$ cat config.mk
export PLATFORM = sky130hd
export DESIGN_NAME = colour_map_pipe
export DESIGN_NICKNAME = d
export VERILOG_FILES = /design/src/rtl/colour_map_pipe.sv
export SDC_FILE = /design/constraint.sdc
export NUM_CORES = 1
export LEC_CHECK = 0
export CAP_MARGIN = 10
export CORE_MARGIN = 5
export CORE_UTILIZATION = 56
export DETAILED_ROUTE_END_ITERATION = 6
export GPL_TIMING_DRIVEN = 0
export PLACE_DENSITY_LB_ADDON = 0.05
export REMOVE_ABC_BUFFERS = 1
export SLEW_MARGIN = 10
export SYNTH_ARGS = -nofsm -noshare
export SYNTH_HDL_FRONTEND = slang
export SYNTH_SLANG_ARGS = --single-unit
export TNS_END_PERCENT = 10
$ cat constraint.sdc
create_clock -name clk -period 5.7 [get_ports clk]
set_input_delay 1.14 -clock clk [delete_from_list [all_inputs] [get_ports clk]]
set_output_delay 1.14 -clock clk [all_outputs]
set_load 0.01 [all_outputs]
$ cat src/rtl/colour_map_pipe.sv
// colour_map_pipe: 3-stage iteration-count to RGB mapper with frame-synchronous config shadowing
module colour_map_pipe #(
  parameter int ITER_W = 16
) (
  input  logic              clk,
  input  logic              rst,
  input  logic [ITER_W-1:0] cfg_max_iter_i,
  input  logic [1:0]        cfg_mode_i,
  input  logic [7:0]        cfg_offset_i,
  input  logic              in_valid_i,
  output logic              in_ready_o,
  input  logic [ITER_W-1:0] iter_i,
  input  logic              sof_i,
  input  logic              eol_i,
  output logic              out_valid_o,
  input  logic              out_ready_i,
  output logic [23:0]       pixel_o,
  output logic              sof_o,
  output logic              eol_o
);
  logic              w_adv, w_acc, w_int;
  logic [ITER_W-1:0] r_max, w_max;
  logic [1:0]        r_mode, w_mode;
  logic [7:0]        r_off, w_off;
  logic [5:0]        w_p;
  logic [7:0]        w_s, w_v, w_inv;
  logic [23:0]       w_pix;
  logic              r1_v, r1_int, r1_sof, r1_eol;
  logic [7:0]        r1_s, r1_off;
  logic [1:0]        r1_mode;
  logic              r2_v, r2_int, r2_sof, r2_eol;
  logic [7:0]        r2_val, r2_inv;
  logic [1:0]        r2_mode;
  assign w_adv      = !out_valid_o || out_ready_i;
  assign in_ready_o = w_adv;
  assign w_acc      = in_valid_i && w_adv;
  // a sof beat already uses the config it carries
  assign w_max  = sof_i ? cfg_max_iter_i : r_max;
  assign w_mode = sof_i ? cfg_mode_i : r_mode;
  assign w_off  = sof_i ? cfg_offset_i : r_off;
  always_comb begin
    w_p = '0;
    for (int k = 0; k < ITER_W; k++) w_p = w_max[k] ? 6'(k) : w_p;
  end
  assign w_s   = (w_p >= 6'd7) ? 8'(iter_i >> (w_p - 6'd7)) : 8'(iter_i << (6'd7 - w_p));
  assign w_int = (w_max == '0) || (iter_i == w_max);
  assign w_v   = r1_s + r1_off;
  assign w_inv = (w_v <= 8'd50) ? 8'd200 - {w_v[5:0], 2'b00} : 8'd0;
  assign w_pix = r2_int          ? 24'h0 :
                 r2_mode == 2'd0 ? {r2_val, r2_val, r2_inv} :
                 r2_mode == 2'd1 ? {r2_val, r2_inv, r2_val} :
                 r2_mode == 2'd2 ? {r2_inv, r2_val, r2_val} :
                                   {r2_val, r2_val, r2_val};
  always_ff @(posedge clk) begin
    if (rst) begin
      r_max <= '0; r_mode <= '0; r_off <= '0;
      r1_v <= 1'b0; r1_int <= 1'b0; r1_sof <= 1'b0; r1_eol <= 1'b0;
      r1_s <= '0; r1_off <= '0; r1_mode <= '0;
      r2_v <= 1'b0; r2_int <= 1'b0; r2_sof <= 1'b0; r2_eol <= 1'b0;
      r2_val <= '0; r2_inv <= '0; r2_mode <= '0;
      out_valid_o <= 1'b0; pixel_o <= '0; sof_o <= 1'b0; eol_o <= 1'b0;
    end else begin
      if (w_acc && sof_i) begin
        r_max  <= cfg_max_iter_i;
        r_mode <= cfg_mode_i;
        r_off  <= cfg_offset_i;
      end
      if (w_adv) begin
        r1_v        <= in_valid_i;
        r1_int      <= w_int;
        r1_sof      <= sof_i;
        r1_eol      <= eol_i;
        r1_s        <= w_s;
        r1_off      <= w_off;
        r1_mode     <= w_mode;
        r2_v        <= r1_v;
        r2_int      <= r1_int;
        r2_sof      <= r1_sof;
        r2_eol      <= r1_eol;
        r2_val      <= w_v;
        r2_inv      <= w_inv;
        r2_mode     <= r1_mode;
        out_valid_o <= r2_v;
        pixel_o     <= w_pix;
        sof_o       <= r2_sof;
        eol_o       <= r2_eol;
      end
    end
  end
endmodule

==> metrics.md <==
| Metric | Value |
|---|---|
| Outcome | `completed` |
| Post-CTS Setup Inserts | `0` |
| Critical path type | `in -> reg` |
| GPL Wtd Cong | `0.929` |
| Leak pwr | `2.62 nW` |
| Met1 usage | `32.3%` |
| Post-Syn Area | `0.00575 mm^2` |
| Layout cells sized above 1 | `9.85%` |
| R2r setup slk | `1.57 ns` |
| Core area | `0.0102 mm^2` |
| Post-synthesis mux area share | `17.0%` |
| Simple-gate share of the synthesized area | `18.8%` |
| Warnings, synthesis | `0` |
| FP Rows | `37` |
| VDD IR max | `0.173 mV` |
| Avg WL per Cell | `16.5 um` |
| Die area | `0.0124 mm^2` |
| Final setup vio count | `0` |
| Largest net degree at the start of global routing | `50` |
| Hold Path Class | `reg -> reg` |
| Crit path arrival time | `5.42 ns` |
| CTS Buf Count | `9` |
| Largest family of logic cells by synthesized area | `compound AO/OA/AOI/OAI gates` |
| Post-cts resize count | `0` |
| Setup_tns | `0 ns` |
| FF+latch area | `0.00190 mm^2` |
| First-pass GRT wire length | `23600 um` |
| Synthesized instance count | `673` |
| Initial core utilization | `56.4%` |
| Top_reg_cell synth | `dfxtp_1` |
| Grt ovf | `0` |
| Worst r2r path cells | `11` |
| Final HPWL DP | `10400 um` |
| Post-Synth Adder-Cell Area | `2.53%` |
| P&R area growth vs syn | `17.7%` |
| RSZ-0062 raised after global routing | `false` |
| Tcrit/Tclk final | `90.7%` |
| Final ANT Viol Nets | `0` |
| I/O pins | `76` |
| Crit-path leading delay family | `compound AO/OA/AOI/OAI gates` |
| Vias in the first global route | `4759` |
| Seq/Total Area, Yosys | `33.1%` |
| Die Wd | `111 um` |
| Fmax | `193 MHz` |
| Share of the synthesized area in the top cell type | `33.1%` |
| Worst r2r dst | `r1_s[2]` |
| Worst Setup Start Kind | `primary input` |
| Die height | `111 um` |
| CP startpoint | `sof_i` |
| Average cell area after synthesis | `8.54 um^2` |
| DR vias | `5112` |
| DRC violations left | `0` |
| Synth area leaders | `dfxtp_1, mux2i_1, nand2_1` |
| CTS max path bufs | `2` |
| Cts-stage hold buffer count | `0` |
| R2r startpoint | `r_max[7]` |
| Footprint of the multi-input gates | `0.00361 mm^2` |
| CP Buf/Inv Count | `3` |
| Critical Path RT | `5.95 ns` |
| # fillers | `881` |
| Met3 usage | `4.31%` |
| Number of synthesized flops with an enable pin | `0` |
| Clock sinks | `95` |
| Grt met2 use | `35.5%` |
| Final nets | `775` |
| Antenna diode count | `0` |
| Slew Limit Fails | `0` |
| Reg clk slew, reported paths | `0.10 ns` |
| Slowest cell delay on critical path | `0.77 ns` |
| Async SR Flop Fraction | `0%` |
| Ratio of total power to cell area | `279 mW/mm^2` |
| Starting DRT DRC Count | `311` |
| Routed WL | `14200 um` |
| Clk_lat worst skew | `0.37 ns` |
| Slowest cell on crit path | `a211oi_4` |
| GRT Total Usage | `22.7%` |
| Crit-path max FO | `44` |
| Number of distinct library cells after synthesis | `71` |
| Leading area contributor after synthesis | `dfxtp_1` |
| Count leader, synth | `nand2_1` |
| DR pass1 iterations | `5` |
| Synth top cells by count | `nand2_1, dfxtp_1, nor2_1` |
| CTS tree | `yes` |
| Slew margin rel. | `22.8%` |
| Total Power | `1.88 mW` |
| Yosys reg bits | `95` |
| Synth Area in Compound Gates | `19.7%` |
| Number of vias per cell | `5.96` |
| Clock root buffer | `clkbuf_8` |
| XOR/XNOR Fraction of Synth Area | `4.40%` |
| H-Tree Depth | `3` |
| Initial antenna violation count | `0` |
| Gr busiest metal | `met2` |
| Max cap viols | `0` |
| Final min period | `5.17 ns` |
| Setup crit end | `r1_s[2]` |
| Critical Path End Type | `flip-flop` |
| Worst-Margin Slew | `1.15 ns` |
| Crit path cell chain | `buf_2 -> buf_12 -> nor3b_1 -> o221ai_2 -> a211oi_4 -> inv_1 -> ha_1 -> xnor2_2 -> mux4_2 -> a211o_1 -> o211ai_1 -> a211oi_1` |
| CP Depth | `12` |
| Buffers added on ports | `75` |
| Final hold viol count | `0` |
| Final clock skew | `0.0170 ns` |
## layout by cell type (no fill, tap or decap), types with 4 or more instances in the layout
| master | n |
|---|---|
| nor2b_1 | 9 |
| inv_1 | 9 |
| nand2_1 | 108 |
| nor2_1 | 65 |
| mux2_2 | 22 |
| mux2i_1 | 44 |
| xor2_1 | 5 |
| a22o_1 | 6 |
| nor4b_1 | 4 |
| a21oi_1 | 63 |
| o21bai_1 | 7 |
| dfxtp_1 | 95 |
| nand3_1 | 4 |
| xnor2_1 | 21 |
| a22oi_1 | 21 |
| o21ai_0 | 8 |
| nor3_1 | 14 |
| nor3b_1 | 8 |
| a211oi_1 | 14 |
| clkbuf_8 | 10 |
| ha_1 | 10 |
| a21o_1 | 8 |
| or3_1 | 5 |
| clkdlybuf4s50_1 | 73 |
| mux4_2 | 11 |
## worst min path at each step
stage | cells past startpoint | endpoint | slack, ns | from
final | 2 | r_off[6] | 0.46 | r_off[6]
after detailed placement | 2 | r_off[6] | 0.45 | r_off[6]
after CTS | 2 | r2_val[1] | 0.46 | r2_val[1]
after floorplan | 2 | r2_val[1] | 0.42 | r2_val[1]
after global placement | 2 | r2_val[1] | 0.44 | r2_val[1]
after global routing | 2 | r_off[7] | 0.48 | r_off[7]
## registers in the layout (all words and copies together) (netlist names)
register / count
r1_v: 1
r1_int: 1
r2_eol: 1
r2_v: 1
r1_sof: 1
r2_mode: 2
r1_mode: 2
r_mode: 2
r_max: 16
r2_sof: 1
r1_off: 8
r2_int: 1
out_valid_o: 1
eol_o: 1
sof_o: 1
r1_eol: 1
r1_s: 8
r_off: 8
pixel_o: 24
r2_val: 8
r2_inv: 6
## per-layer routing
layer	routed length [um]	share of wire [%]	up-vias
met2	6560	46	148
met5	0	0	-
met3	773	5.5	18
met1	6640	47	2434
li1	-	-	2512
met4	199	1.4	0
## metrics by stage
| stage | hold WS (ns) | utilization [%] | setup slack (ns) | instance area, um^2 | std cells |
|---|---|---|---|---|---|
| 3_3_place_gp | 0.436 | 63.3 | -3.34 | 6450 | 836 |
| 5_1_grt | 0.482 | 66.4 | 0.342 | 6760 | 857 |
| 4_1_cts | 0.460 | 66.3 | 0.285 | 6750 | 857 |
| 3_5_place_dp | 0.447 | 64.4 | -0.0936 | 6560 | 841 |
| 6_report | 0.459 | 66.4 | 0.531 | 6760 | 857 |
| 2_1_floorplan | 0.421 | - | 0.119 | 5530 | 625 |
## cell families (layout without fill, tap and decap cells)
kind of cell | Yosys count | count (layout)
and+or+nand+nor | 238 | 238
buffers and inverters | 58 | 106
adders and majority gates | 11 | 11
DFF | 95 | 95
xor gates and xnor gates | 28 | 28
muxes | 79 | 79
AOI/OAI and AO/OA | 164 | 164
## tightest hold or removal path: stages (launching register included)
cell and delay [ns]:
dfxtp_1 0.32, nand2_1 0.05, a21oi_1 0.05
## layout make-up
class                      instances  share of cell area, %
multi-input combinational        520                   53.4
timing repair buffer              80                   12.5
sequential                        95                   28.1
clock buffer                      10                   2.04
tap                              136                   2.52
inverter                          10                  0.555
clock inverter                     6                  0.870
## power by group
part	total, mW	internal (mW)	switching (mW)
Combinational	0.644	0.319	0.325
Sequential	0.797	0.739	0.0584
Clock	0.442	0.182	0.260
Total	1.88	1.24	0.643
(Power assumes the default switching activity.)
